<file path="src/rtl/progmem_loader.sv">
`default_nettype none
// ============================================================================
//  Module   : progmem_loader
//  Purpose  : Writable 16x8 program store for the TD4 CPU with a byte-stream
//             load sequencer. The CPU fetches through a combinational read
//             port. A host streams 16 image bytes followed by an 8-bit
//             checksum over a valid/ready handshake. The CPU is held halted
//             while a load is in progress or after a failed load.
//  Ports    : CLK       - system clock, rising edge
//             RESET     - synchronous active-high reset
//             START     - load request (restarts any load in progress)
//             DIN       - load byte
//             DVALID    - DIN valid
//             DREADY    - loader accepts a byte this cycle
//             PC        - CPU fetch address
//             INST      - instruction at PC (combinational)
//             CPU_HALT  - hold CPU stalled
//             ERR       - last load failed its checksum
//             DONE      - one-cycle pulse on a successful load
//  Revision : 1.0 - initial release
// ============================================================================
module progmem_loader (
  input  logic       CLK,
  input  logic       RESET,
  input  logic       START,
  input  logic [7:0] DIN,
  input  logic       DVALID,
  output logic       DREADY,
  input  logic [3:0] PC,
  output logic [7:0] INST,
  output logic       CPU_HALT,
  output logic       ERR,
  output logic       DONE
);

  localparam logic [1:0] c_ST_RUN   = 2'd0;
  localparam logic [1:0] c_ST_LOAD  = 2'd1;
  localparam logic [1:0] c_ST_CHECK = 2'd2;
  localparam logic [1:0] c_ST_ERROR = 2'd3;

  // Power-on program: byte n lives at bits [8n+7:8n].
  localparam logic [127:0] c_RESET_IMAGE = {96'h0, 8'hF0, 8'h90, 8'h40, 8'h20};

  logic [1:0] r_state;
  logic [1:0] w_state_next;
  logic [3:0] r_idx;
  logic [7:0] r_sum;
  logic       r_done;
  logic [7:0] r_mem [16];
  logic       w_xfer;

  // DREADY is a pure state decode, so a transfer is simply valid-and-ready.
  assign w_xfer = DVALID & DREADY;

  assign INST = r_mem[PC];
  assign DONE = r_done;

  // State register
  always_ff @(posedge CLK) begin
    if (RESET) begin
      r_state <= c_ST_RUN;
    end else begin
      r_state <= w_state_next;
    end
  end

  // Next-state logic; START overrides a same-cycle transfer in every state.
  always_comb begin
    w_state_next = r_state;
    case (r_state)
      c_ST_RUN: begin
        if (START) w_state_next = c_ST_LOAD;
      end
      c_ST_LOAD: begin
        if (START)                          w_state_next = c_ST_LOAD;
        else if (w_xfer && r_idx == 4'd15)  w_state_next = c_ST_CHECK;
      end
      c_ST_CHECK: begin
        if (START)       w_state_next = c_ST_LOAD;
        else if (w_xfer) w_state_next = (DIN == r_sum) ? c_ST_RUN : c_ST_ERROR;
      end
      c_ST_ERROR: begin
        if (START) w_state_next = c_ST_LOAD;
      end
      default: w_state_next = c_ST_RUN;
    endcase
  end

  // Output decode
  always_comb begin
    DREADY   = 1'b0;
    CPU_HALT = 1'b0;
    ERR      = 1'b0;
    case (r_state)
      c_ST_RUN: begin
        DREADY   = 1'b0;
        CPU_HALT = 1'b0;
      end
      c_ST_LOAD, c_ST_CHECK: begin
        DREADY   = 1'b1;
        CPU_HALT = 1'b1;
      end
      c_ST_ERROR: begin
        CPU_HALT = 1'b1;
        ERR      = 1'b1;
      end
      default: begin
        DREADY   = 1'b0;
        CPU_HALT = 1'b0;
      end
    endcase
  end

  // Datapath: write index, running checksum, memory and DONE pulse.
  always_ff @(posedge CLK) begin
    if (RESET) begin
      r_idx  <= 4'd0;
      r_sum  <= 8'd0;
      r_done <= 1'b0;
      for (int i = 0; i < 16; i++) begin
        r_mem[i] <= c_RESET_IMAGE[i*8 +: 8];
      end
    end else begin
      r_done <= 1'b0;
      if (START) begin
        // A byte offered alongside START is dropped; memory keeps what it has.
        r_idx <= 4'd0;
        r_sum <= 8'd0;
      end else if (w_xfer && r_state == c_ST_LOAD) begin
        r_mem[r_idx] <= DIN;
        r_sum        <= r_sum + DIN;
        r_idx        <= r_idx + 4'd1;
      end else if (w_xfer && r_state == c_ST_CHECK && DIN == r_sum) begin
        r_done <= 1'b1;
      end
    end
  end

endmodule
`default_nettype wire

</file>
<file path="config.mk">
export PLATFORM = sky130hd
export DESIGN_NAME = progmem_loader
export DESIGN_NICKNAME = d
export VERILOG_FILES = /design/src/rtl/progmem_loader.sv
export SDC_FILE = /design/constraint.sdc
export NUM_CORES = 1
export LEC_CHECK = 0
export ABC_AREA = 1
export BUFFER_PORTS_ARGS = -buffer_cell sky130_fd_sc_hd__buf_4
export CELL_PAD_IN_SITES_DETAIL_PLACEMENT = 1
export CELL_PAD_IN_SITES_GLOBAL_PLACEMENT = 2
export CORE_AREA = 2 2 132 134
export DETAILED_ROUTE_END_ITERATION = 12
export DIE_AREA = 0 0 134 136
export PLACE_DENSITY = 0.83
export SETUP_SLACK_MARGIN = 0.02
export SYNTH_ARGS = -nofsm -noshare
export SYNTH_HDL_FRONTEND = slang
export SYNTH_SLANG_ARGS = --single-unit
</file>
<file path="constraint.sdc">
create_clock -name CLK -period 5.35 [get_ports CLK]
set_input_delay 0.8025 -clock CLK [delete_from_list [all_inputs] [get_ports CLK]]
set_output_delay 0.8025 -clock CLK [all_outputs]
set_load 0.005 [all_outputs]
</file>
==> metrics.cfg <==
[logic_synthesis]
synth.most_common_cell = nor2_1
synthesis.area_um2 = 7090
ys_seq_area_share_pct = 58.5
synth_common_cells = 133 x nor2_1, 128 x edfxtp_1, 100 x nand2_1
netlist_instances = 745
postSynthAreaPerCell_um2 = 9.51
ys_async_sr_fraction_pct = 0
synthTopCellsByArea = edfxtp_1 54%, nor2_1 7.0%, nand2_1 5.3%, inv_1 5.2%, dfxtp_1 4.2%
synth_top_area_share_pct = 54.2
syn-num-nets = 778
synth_edf_count = 128
synth_flop_cell = edfxtp_1
yosysWarnings = 0
synth_top_area_cell = edfxtp_1
ys_seq_elements = 143
synth.distinct_cells = 34

[die]
coreArea_um2 = 16900
dieArea_um2 = 18200
die_w_um = 134
initial_utilization_pct = 42.0
die_h_um = 136
ioPinCount = 28
rows = 48

[sta]
finalSetupTns_ns = 0
slew_viol_final = 0
worst_slack_ns = 1.95
setup_viol = 0
hold_viol = 0
fin_crit_sh_pct = 63.6
relSlewSlack_pct = 21.8
finalCriticalPeriod_ns = 3.40
fmax_mhz = 294
max_slew.worst_pin.slew_ns = 1.17
hold_slack_ns = 0.465
rsz0062_at_grt = false
finClkSkew_ns = 0.0106

[clock_tree]
clkSinkCount = 143
clk_pin_slew_worst_paths_ns = 0.06
ctsResizeCount = 0
cts_tree = done
cts-buffers-inserted = 17
clock_path_buffers = 2
clk_latency_ns = 0.43
post_cts_buffers = 0
clockRootBuffer = clkbuf_16
cts_hold_buf = 0
h-tree-depth = 4

[job]
maxCapViolations = 0

[routing]
drtAntennaViolNets = 0
wl_per_cell_um = 18.7
routed_wl_mm = 18.5
dr.first_iter.drc_count = 406
vias = 5189
route.detailed.drc = 0
drt_pre_antenna_iters = 5
avgViaCountPerCell = 5.22

[setup_path]
arrival_ns = 2.60
path_delay_family = buffers and inverters
worstReg2RegStart = r_state[0]$_SDFFE_PP0P_
required_ns = 4.55
crit_fanout = 128
reg2reg_to = r_mem[10][2]$_SDFFCE_PN0P_
cp.buffers_inverters = 2
crit_path_end_kind = output port
cpPeakStageDelay_ns = 0.82
cp.depth = 6
cp_slowest_cell = buf_4
ff2ff_setup_slack_ns = 2.59
worstRegToRegCells = 10
worstSetupStartpointType = input port
crit_chain = buf_4, o211ai_1, nand3_1, nand3_1, nand2_1, buf_4
crit_type = input port to output port

[cells_and_area]
final_net_count = 789
final_util_pct = 47.1
stdcell_area_um2 = 7940
nFillCells = 1934
drive_gt1_share_pct = 10.7
layout.cells.non_filler = 994
syn_to_final_growth_pct = 12.0
antenna_cells = 0

[pwr]
p_total_mw = 2.69
vdd_drop_max_mv = 0.240
power_leakage_nw = 3.38
p_per_area_nw_per_um2 = 338

[grt]
grt_max_degree = 129
grt_pass1_vias = 5343
grt_first_pass_wirelength_mm = 29.3
track_usage_pct = 21.6
grt_antenna_before_repair = 0
grt_overflow = 0

[place]
place_area_um2 = 7400
dp.cells = 962
place_hpwl_mm = 12.4
gp_congestion = 0.835
io_buffers = 27
post-place-ws_ns = 2.00

[hold_path]
whs_endpoint = r_sum[3]$_SDFFE_PP0P_
worstHoldPathCells = 2
hp-start = r_sum[3]$_SDFFE_PP0P_
hold_path_class = flop to flop

[status]
status = completed

worst register-to-register path: stages (launching register included):
cell     delay [ns]
dfxtp_1        0.41
inv_1          0.09
ha_1           0.34
nand2_2        0.09
inv_2          0.10
nand2_4        0.08
nor2_4         0.31
nand2_1        0.16
inv_1          0.21
nand2_2        0.21
nand2_1        0.41
layer usage:
layer / vias to the layer above / routed length (um) / GRT usage [%]
met4: 0 / 376 / 8.16
met1: 2536 / 8330 / 27.7
met2: 125 / 9030 / 36.5
li1: 2501 / - / -
met5: - / 0 / 0
met3: 27 / 814 / 4.10
sequential cells by signal, indices dropped and copies added, names as in the netlist:
name,count
r_state,2
DONE,1
r_mem,128
r_sum,8
r_idx,4
worst max-delay path by stage:
stage	startpoint	end	slack, ns
after CTS	PC[0]	INST[6]	2.00
after global placement	PC[0]	INST[6]	2.03
after detailed placement	PC[0]	INST[6]	2.00
after global routing	PC[0]	INST[6]	1.83
after floorplan	PC[0]	INST[6]	2.94
final	PC[0]	INST[6]	1.95
area by class of cell:
cell class                 count  area [um2]  share of cell area, %
clock buffer                  22         444                   5.59
clock inverter                10        95.1                   1.20
inverter                     108         415                   5.23
multi-input combinational    459        2360                   29.7
sequential                   143        4140                   52.2
tap                          225         282                   3.54
timing repair buffer          27         203                   2.55
cells by family after synthesis:
| family | synth area share (%) |
|---|---|
| and+or+nand+nor | 19.9 |
| buffers and inverters | 8.26 |
| DFF | 58.5 |
| AOI/OAI and AO/OA | 10.1 |
| adders and majority gates | 3.11 |
| xor gates and xnor gates | 0.247 |
layout by cell type, fill, tap and decap left out, types with 3 or more instances in the layout:
master / count
nand3_1: 57
nor2_1: 133
o211ai_1: 32
nor2_4: 3
clkinv_2: 4
o21ai_0: 44
buf_4: 27
inv_2: 5
a21oi_1: 42
dfxtp_1: 15
edfxtp_1: 128
ha_1: 16
nand2_1: 100
clkbuf_16: 17
nand2_2: 7
clkbuf_1: 5
nor2_2: 3
inv_1: 99
nand2_4: 9
clkinv_1: 6
where the power goes:
| part | switching, mW | internal [mW] | total, mW | leakage (nW) |
|---|---|---|---|---|
| sequential | 0.0182 | 1.25 | 1.27 | 1.41 |
| combinational | 0.202 | 0.0976 | 0.300 | 1.70 |
| clock | 0.439 | 0.675 | 1.11 | 0.266 |
| total | 0.660 | 2.03 | 2.69 | 3.38 |
Note: power is estimated with default switching activity, not from simulation.
